<file path="src/rtl/predictor_update_arbiter.sv">
// Two-port branch-resolution update merger feeding the predictor's single update port.
// Optional macro PRED_UPD_BYPASS_EN: an update arriving at an idle, empty queue skips the FIFO.
module predictor_update_arbiter #(
  parameter int XLEN  = 32,
  parameter int DEPTH = 4,
  parameter int CNT_W = $clog2(DEPTH) + 1
) (
  input  logic              clock,
  input  logic              reset,
  input  logic [1:0]        upd_valid,
  output logic [1:0]        upd_ready,
  input  logic [2*XLEN-1:0] upd_pc,
  input  logic [1:0]        upd_taken,
  input  logic [1:0]        upd_local_taken,
  input  logic [1:0]        upd_global_taken,
  input  logic              hold,
  output logic              result_cond_branch,
  output logic [XLEN-1:0]   result_PC,
  output logic              result_taken,
  output logic              result_local_taken,
  output logic              result_global_taken,
  output logic [CNT_W-1:0]  count
);

  localparam int PTR_W = $clog2(DEPTH);
  localparam int ENT_W = XLEN + 3;

  logic [ENT_W-1:0] mem [DEPTH];
  logic [PTR_W-1:0] wr_ptr, rd_ptr, wr_ptr1;
  logic             rr;
  logic [CNT_W-1:0] free, n_wr;
  logic [1:0]       acc, wr_en;
  logic [ENT_W-1:0] ent0, ent1, byp_ent;
  logic             drain, byp;

  always_comb begin
    free = CNT_W'(DEPTH) - count;
    // Last free slot goes to the round-robin owner unless the other port is idle.
    upd_ready[0] = (free >= CNT_W'(2)) || ((free == CNT_W'(1)) && (!rr || !upd_valid[1]));
    upd_ready[1] = (free >= CNT_W'(2)) || ((free == CNT_W'(1)) && ( rr || !upd_valid[0]));
    acc   = upd_valid & upd_ready;
    ent0  = {upd_pc[XLEN-1:0], upd_taken[0], upd_local_taken[0], upd_global_taken[0]};
    ent1  = {upd_pc[2*XLEN-1:XLEN], upd_taken[1], upd_local_taken[1], upd_global_taken[1]};
    drain = !hold && (count != '0);
`ifdef PRED_UPD_BYPASS_EN
    byp     = !hold && (count == '0) && (|acc);
    byp_ent = acc[0] ? ent0 : ent1;
    // The older accepted update goes straight out; a younger port-1 update still queues.
    wr_en   = byp ? (acc[0] ? {acc[1], 1'b0} : 2'b00) : acc;
`else
    byp     = 1'b0;
    byp_ent = ent0;
    wr_en   = acc;
`endif
    wr_ptr1 = wr_ptr + PTR_W'(wr_en[0]);
    n_wr    = CNT_W'(wr_en[0]) + CNT_W'(wr_en[1]);
  end

  // Queue storage: port 0 lands at the tail, port 1 right behind it.
  always_ff @(posedge clock) begin
    if (wr_en[0]) mem[wr_ptr]  <= ent0;
    if (wr_en[1]) mem[wr_ptr1] <= ent1;
  end

  always_ff @(posedge clock or negedge reset) begin
    if (!reset) begin
      wr_ptr              <= '0;
      rd_ptr              <= '0;
      count               <= '0;
      rr                  <= 1'b0;
      result_cond_branch  <= 1'b0;
      result_PC           <= '0;
      result_taken        <= 1'b0;
      result_local_taken  <= 1'b0;
      result_global_taken <= 1'b0;
    end else begin
      wr_ptr <= wr_ptr1 + PTR_W'(wr_en[1]);
      if (drain) rd_ptr <= rd_ptr + PTR_W'(1);
      count <= count + n_wr - CNT_W'(drain);
      if ((&upd_valid) && (free == CNT_W'(1))) rr <= ~rr;
      result_cond_branch <= drain | byp;
      if (drain)
        {result_PC, result_taken, result_local_taken, result_global_taken} <= mem[rd_ptr];
      else if (byp)
        {result_PC, result_taken, result_local_taken, result_global_taken} <= byp_ent;
    end
  end

endmodule

</file>
<file path="config.mk">
export PLATFORM = sky130hd
export DESIGN_NAME = predictor_update_arbiter
export DESIGN_NICKNAME = d
export VERILOG_FILES = /design/src/rtl/predictor_update_arbiter.sv
export SDC_FILE = /design/constraint.sdc
export NUM_CORES = 1
export LEC_CHECK = 0
export CAP_MARGIN = 0
export CORE_MARGIN = 2
export CORE_UTILIZATION = 40
export DETAILED_ROUTE_END_ITERATION = 7
export PLACE_DENSITY = 0.68
export SLEW_MARGIN = 40
export SYNTH_ARGS = -nofsm -noshare
export SYNTH_HDL_FRONTEND = slang
export SYNTH_SLANG_ARGS = --single-unit
</file>
<file path="constraint.sdc">
create_clock -name clock -period 5.5 [get_ports clock]
set_clock_uncertainty 0.15 [all_clocks]
set_input_delay 1.1 -clock clock [delete_from_list [all_inputs] [get_ports clock]]
set_output_delay 1.1 -clock clock [all_outputs]
set_load 0.02 [all_outputs]
</file>
* Yosys cells after proc, flatten, opt, wreduce, memory -nomap -nowiden
Memories as Yosys holds them, arrays and structs flattened. A register that Yosys moved wholly into a read port is not among the register bits. Cells that the tools add are included.
Word-level totals: memories kept 1, logic and storage cells 36, RAM bits 140, output and inout port bits 41, bits of input ports 75, bits in registers 9
Memory list:
- mem | words 4, bits a word 35, rd ports 1, clocked after memory_dff 1, write ports 2, line 28 | logic [ENT_W-1:0] mem [DEPTH];
Operators by class: bitwise operators 2, mux-type cells 4, equality and inequality tests 1, reductions and logical operators 15, add/subtract/negate cells 7, order comparisons 1
Operator list (count):
- zero test 1 bit | 5
- adder 2 x 1 -> 2 bit | 2
- logical AND 1 bit | 4
- logical OR 1 bit | 4
- 2-to-1 mux 1 bit | 4
- adder 3 x 2 -> 3 bit | 1
- equality test 3 x 1 -> 1 bit, second input constant | 1
- >= comparator 3 x 2 -> 1 bit, second input constant | 1
- nonzero test 3 bit | 1
- subtractor 3 x 1 -> 3 bit | 1
- subtractor 3 bit, first input constant | 1
- adder 1 x 1 -> 2 bit | 1
- adder 2 x 1 -> 2 bit, second input constant | 1
- bitwise AND 2 bit | 1
- AND reduction 2 bit | 1
- inverter 1 bit | 1

* Depth between registers and ports, before layout
Gate-level depths: netlist of the first run.
word-level depth 8, depth in mapped cells 13, mapped depth without buffers 11

* Least setup slack after synthesis of the first run
OpenSTA, ideal clock, no wires.
kind register to register, start point reg count[1], end point mem mem[1][0] (netlist bit) (enable), slack 697 ps, path buffers 0, data required time 4870 ps, cell stages (with the launch flop) 7, library setup time 480 ps, data arrival time 4173 ps, path through dfrtp_1 > inv_1 > ha_1 > ha_1 > or3b_4 > o21ai_0 > o31ai_1
RTL lines:
- start, declared | line 22 | output logic [CNT_W-1:0] count
- start signal, assigned | line 79 | count <= count + n_wr - CNT_W'(drain);
- end, declared | line 28

==> results of run 1 <==
==> report_power, final <==
part / internal [mW] / switching (mW)
clock: 0.898 / 0.520
combinational: 1.55 / 1.45
sequential: 2.43 / 0.315
total: 4.87 / 2.28
==> critical path: stages <==
cell             delay (ps)
clkdlybuf4s50_1         670
a21boi_0                160
o21ai_0                 240
inv_1                   110
ha_1                    240
xnor2_1                 210
nor2_1                  130
and3_2                  210
buf_4                   600
mux2_2                  410
==> synthesized netlist by cell type, drive strengths merged <==
master    n  area [um2]
xnor2     5        43.8
a31o      1        8.76
a21o      1        15.0
dfrtp    44        1100
mux2    175        2190
xor2      3        26.3
edfxtp  140        4200
o31ai     1        7.51
nand2b    1        6.26
nand2     2        7.51
and2      1        7.51
and3      2        12.5
fa        2        40.0
a21boi    1        7.51
or2       2        12.5
mux4     35         788
or3b      1        11.3
nor2      3        11.3
clkbuf    8        31.3
ha        7        87.6
nor3      1        5.00
inv       9        33.8
o21ai     2        10.0
nand4     3        31.3
buf      19         211
==> path summary, 6_finish.rpt <==
kind | endpoint | from | cells past startpoint | slack (ps)
max | mem[2][4] | upd_valid[1] | 10 | 1430
min | result_PC[30] | result_PC[30] | 1 | 360
max reg2reg | mem[2][4] | count[1] | 12 | 1540
min reg2reg | result_PC[30] | result_PC[30] | 1 | 360
max in group asynchronous | rd_ptr[0] | reset | 2 | 4060
min in group asynchronous | result_PC[24] | reset | 2 | 640
==> through the flow <==
| step | power (mW) | hold WS, ps | setup slack [ps] |
|---|---|---|---|
| after floorplan | 4.83 | 303 | 697 |
| after global placement | 5.67 | 324 | 1090 |
| after detailed placement | 5.80 | 345 | 982 |
| after CTS | 7.22 | 360 | 1430 |
| after global routing | 7.51 | 372 | 1270 |
| final | 7.16 | 357 | 1430 |
==> cell families (layout without fill, tap and decap cells) <==
group | after synthesis | after routing
xor+xnor | 8 | 8
mux | 210 | 210
buf+inv | 36 | 167
flops | 184 | 184
compound gates | 6 | 6
simple gates | 16 | 16
other cells | 0 | 1
fa+ha+maj | 9 | 9
==> per-layer routing <==
| metal | wire length, um | part of all wire [%] |
|---|---|---|
| met3 | 830 | 4.3 |
| met1 | 8070 | 42 |
| met4 | 276 | 1.4 |
| met5 | 26 | 0.14 |
| met2 | 10000 | 52 |
==> final cells by class <==
class,instances,area [um2]
Timing Repair Buffer,126,1250
Clock inverter,13,249
Fill cell,1782,10800
Clock buffer,19,433
Tap cell,280,350
Antenna cell,1,2.50
Multi-Input combinational cell,249,3390
Inverter,9,33.8
Sequential cell,184,5310
==> flip-flops by register name, indices dropped and copies added (netlist names) <==
signal,cells
count,3
mem,140
rd_ptr,2
result_PC,32
result_cond_branch,1
result_global_taken,1
result_local_taken,1
result_taken,1
rr,1
wr_ptr,2
==> summary.md, run 1 <==
| Metric | Value |
|---|---|
| Most frequent cells in the layout | `edfxtp_1 (140), mux2_2 (117), clkdlybuf4s50_1 (114)` |
| Site Rows | `54` |
| Num ports | `116` |
| Final ANT Viol Nets | `0` |
| Nets | `671` |
| Final hold violations | `0` |
| Status | `completed` |
| Post-DP HPWL | `11.5 mm` |
| Leak Pwr | `3.97 nW` |
| CTS clk-pin slew, worst paths | `70 ps` |
| CTS tree | `done` |
| Syn Area/Cell | `19.0 um2` |
| Vias/cell | `5.28` |
| Multiplexer share of the synthesized area | `33.4%` |
| Max cap viols | `0` |
| Clk Latency, worst-skew pair | `430 ps` |
| Compound-Gate Fraction of Synth Area | `0.548%` |
| RSZ-0062 raised after global routing | `no` |
| DIE AREA | `0.0235 mm2` |
| Pwr dens | `649 mW/mm2` |
| Die height | `153 um` |
| Post-synth cell types | `33` |
| Max IR drop VDD | `0.347 mV` |
| Slew headroom | `49.0%` |
| Most common cell after layout, fill and taps aside | `edfxtp_1` |
| Synth Area in Adders | `1.43%` |
| Post-Syn Instances | `469` |
| Syn Nets | `553` |
| CP endpoint kind | `register` |
| Post-Syn Area | `0.00891 mm2` |
| M3 GR Usage | `3.88%` |
| WP data required | `5530 ps` |
| Starting Density | `40.8%` |
| # DRC | `0` |
| Root buf cell | `clkbuf_16` |
| Max Root-Sink Buffers | `2` |
| Setup crit start kind | `primary input` |
| Total track usage | `16.8%` |
| Largest family of logic cells by synthesized area | `multiplexers` |
| Worst endpoint data arrival time | `4100 ps` |
| Final Max Slew Viols | `0` |
| Worst Path Class, Setup | `in -> reg` |
| Core area | `0.0218 mm2` |
| Routed WL per cell | `21.8 um` |
| Largest fanout on the critical path | `35` |
| Final min period | `4070 ps` |
| IO buf count | `115` |
| GR Layer Usage met2 | `29.8%` |
| Placed instance area | `0.0103 mm2` |
| Post-synthesis sequential area ratio | `59.5%` |
| Final worst path period share | `74.0%` |
| Grt total ovfl | `0` |
| GP Congestion | `0.740` |
| Htree depth | `4` |
| Max Fclk | `246 MHz` |
| Final setup vio count | `0` |
| CTS Hold Bufs | `0` |
| Synthesis Warnings | `0` |
| Synth-to-Final Area Change | `23.7%` |
| Setup Fix Bufs, Post-CTS | `0` |
| Worst Max-Slew Pin Slew | `764 ps` |
| GR Util met1 | `20.6%` |
| Simple-gate portion of the synthesized area | `1.18%` |
| DR vias | `4655` |
| Antenna violations before repair | `3` |
| DR pass1 iterations | `4` |
| Global-route wire length before repair | `29.4 mm` |
| Num CTS Buffers | `17` |
| CTS resizes | `0` |
| Post-synthesis register bit count | `184` |
| Final setup TNS | `0 ps` |
| HP Class | `reg -> reg` |
| Final WL | `19.2 mm` |
| 1st-iter DRT viols | `224` |
| Non-Filler Instances | `881` |
| Global routing's busiest layer | `met2` |
| Die X | `153 um` |
| Final Util | `50.5%` |
| Vias in the first global route | `5129` |
| Largest net degree at the start of global routing | `45` |
| Post-route cell area | `0.0110 mm2` |
| XOR/XNOR share of the synthesized area | `0.786%` |
| Clock Sinks | `184` |
| Dpl cells | `847` |
| Share of cells above drive strength 1 | `44.5%` |
Power figures use the tool's default switching activity.
==> run 2: changes to the inputs <==
- clock period: 5.5 -> 4.1 ns (I/O delays scaled with it)
==> summary.md, run 2 (synthesis results as in run 1) <==
| Metric | Value |
|---|---|
| Status | `completed` |
| Largest register FFs | `140` |
| Vias/cell | `5.32` |
| 1st-iter DRT viols | `287` |
| Final setup vio count | `0` |
| Largest net degree at the start of global routing | `39` |
| DR pass1 iterations | `4` |
| Fill cells | `1794` |
| Starting Density | `40.8%` |
| Most common cell after layout, fill and taps aside | `edfxtp_1` |
| Setup crit start kind | `register` |
| CTS clk-pin slew, worst paths | `70 ps` |
| Leak Pwr | `3.94 nW` |
| Post-DP HPWL | `12.2 mm` |
| Final hold violations | `0` |
| Max IR drop VDD | `0.460 mV` |
| Final min period | `3840 ps` |
| Worst Max-Slew Pin Slew | `709 ps` |
| Setup Fix Bufs, Post-CTS | `0` |
| CTS Hold Bufs | `0` |
| Max Root-Sink Buffers | `2` |
| Total track usage | `17.3%` |
| Die X | `153 um` |
| Root buf cell | `clkbuf_16` |
| Final worst path period share | `93.6%` |
| Final Max Slew Viols | `0` |
| Max Fclk | `261 MHz` |
| Worst endpoint data arrival time | `3870 ps` |
| Routed WL per cell | `22.1 um` |
| Num CTS Buffers | `17` |
| Max cap viols | `0` |
| Core area | `0.0218 mm2` |
| Hold Slack | `201 ps` |
| Share of cells above drive strength 1 | `45.5%` |
| Site Rows | `54` |
| Sequential Area | `0.00531 mm2` |
| Area occupied by multi-input gates | `0.00339 mm2` |
| Grt total ovfl | `0` |
| GP Congestion | `0.714` |
| HP Class | `in -> async` |
| Worst Path Class, Setup | `reg -> reg` |
| Final ANT Viol Nets | `0` |
| Vias in the first global route | `5268` |
| Clock Sinks | `184` |
| CTS tree | `done` |
| DR vias | `4724` |
| IO buf count | `115` |
| Final setup TNS | `0 ps` |
| Slew headroom | `52.5%` |
| Pwr dens | `851 mW/mm2` |
| # DRC | `0` |
| Largest regs | `mem (140), result_PC (32), count (3)` |
| Reg-to-reg setup timing slack | `260 ps` |
| Nets | `678` |
| Final WL | `19.7 mm` |
| Clk Latency, worst-skew pair | `430 ps` |
| Die height | `153 um` |
| Antenna violations before repair | `3` |
| Htree depth | `4` |
| WP data required | `4130 ps` |
| Num ports | `116` |
| Largest fanout on the critical path | `35` |
| Synth-to-Final Area Change | `23.1%` |
| DIE AREA | `0.0235 mm2` |
| RSZ-0062 raised after global routing | `no` |
| Most frequent cells in the layout | `edfxtp_1 (140), mux2_2 (117), clkdlybuf4s50_1 (114)` |
| Global-route wire length before repair | `30.4 mm` |
| CP endpoint kind | `register` |
| Largest register by flop count | `mem` |
-- run 2: cell count changes in the layout (fill, tap and decap cells not counted) --
| cell | change |
|---|---|
| buf_8 | -1 |
| buf_12 | +2 |
| clkinvlp_4 | +3 |
| clkinv_2 | -1 |
| clkbuf_8 | +2 |
| bufinv_16 | -7 |
| buf_6 | +1 |
| clkinv_4 | +5 |
| or2_2 | +1 |
| or2_4 | -1 |
| clkbuf_1 | -2 |
| buf_4 | +5 |
-- run 2: where the power goes --
part	switching (mW)	internal, mW
clock	0.720	0.811
sequential	0.437	3.26
combinational	1.96	2.15
total	3.12	6.21
-- run 2: what timing repair did --
| item | in CTS | in global routing |
|---|---|---|
| resized for setup | 0 | 1 |
| endpoints found under the setup margin | 0 | 17 |
| hold endpoints to repair | 0 | 0 |
-- run 2: per-layer routing --
layer | share of wire, % | up-vias | GRT usage (%)
li1 | - | 2096 | -
met1 | 42 | 2469 | 21.8
met2 | 51 | 136 | 29.8
met3 | 5.3 | 21 | 4.56
met4 | 1.2 | 2 | 4.54
met5 | 0.066 | - | 0
-- run 2: path summary, 6_finish.rpt --
check	startpoint	to	depth (start not counted)
worst min register to register	rr	rr	1
max in group asynchronous	reset	rd_ptr[0]	2
worst min-delay path	reset	result_PC[19]	1
min in group clock	rr	rr	1
worst max register to register	count[1]	mem[2][1]	12
worst max-delay path	count[1]	mem[2][1]	12
-- run 2: worst max-delay path: stages (launching register included) --
cell and delay [ps]:
dfrtp_1 420, inv_1 110, ha_1 200, ha_1 290, or3b_4 400, o21ai_0 240, inv_1 110, ha_1 240
xnor2_1 220, nor2_1 120, and3_2 220, buf_6 460, mux2_2 400
-- run 2: cell type report --
type                    instances  area share, %
diodes                          1         0.0228
clock buffers                  19           4.13
clock inverters                13          0.913
inverters                       9          0.308
multi-input cells             249           30.9
flip-flops and latches        184           48.5
well taps                     280           3.20
repair buffers                133           12.1
-- run 2: through the flow --
stage / cell area (um2) / power [mW] / util [%] / setup WS [ps] / cells
final: 11000 / 9.33 / 50.2 / 262 / 888
after global routing: 11000 / 9.83 / 50.2 / 94.8 / 888
after CTS: 11000 / 9.47 / 50.2 / 72.6 / 887
after detailed placement: 10400 / 7.92 / 47.7 / 70.0 / 855
after global placement: 10400 / 7.75 / 47.5 / 152 / 853
after floorplan: 8920 / 6.47 / - / -35.5 / 469
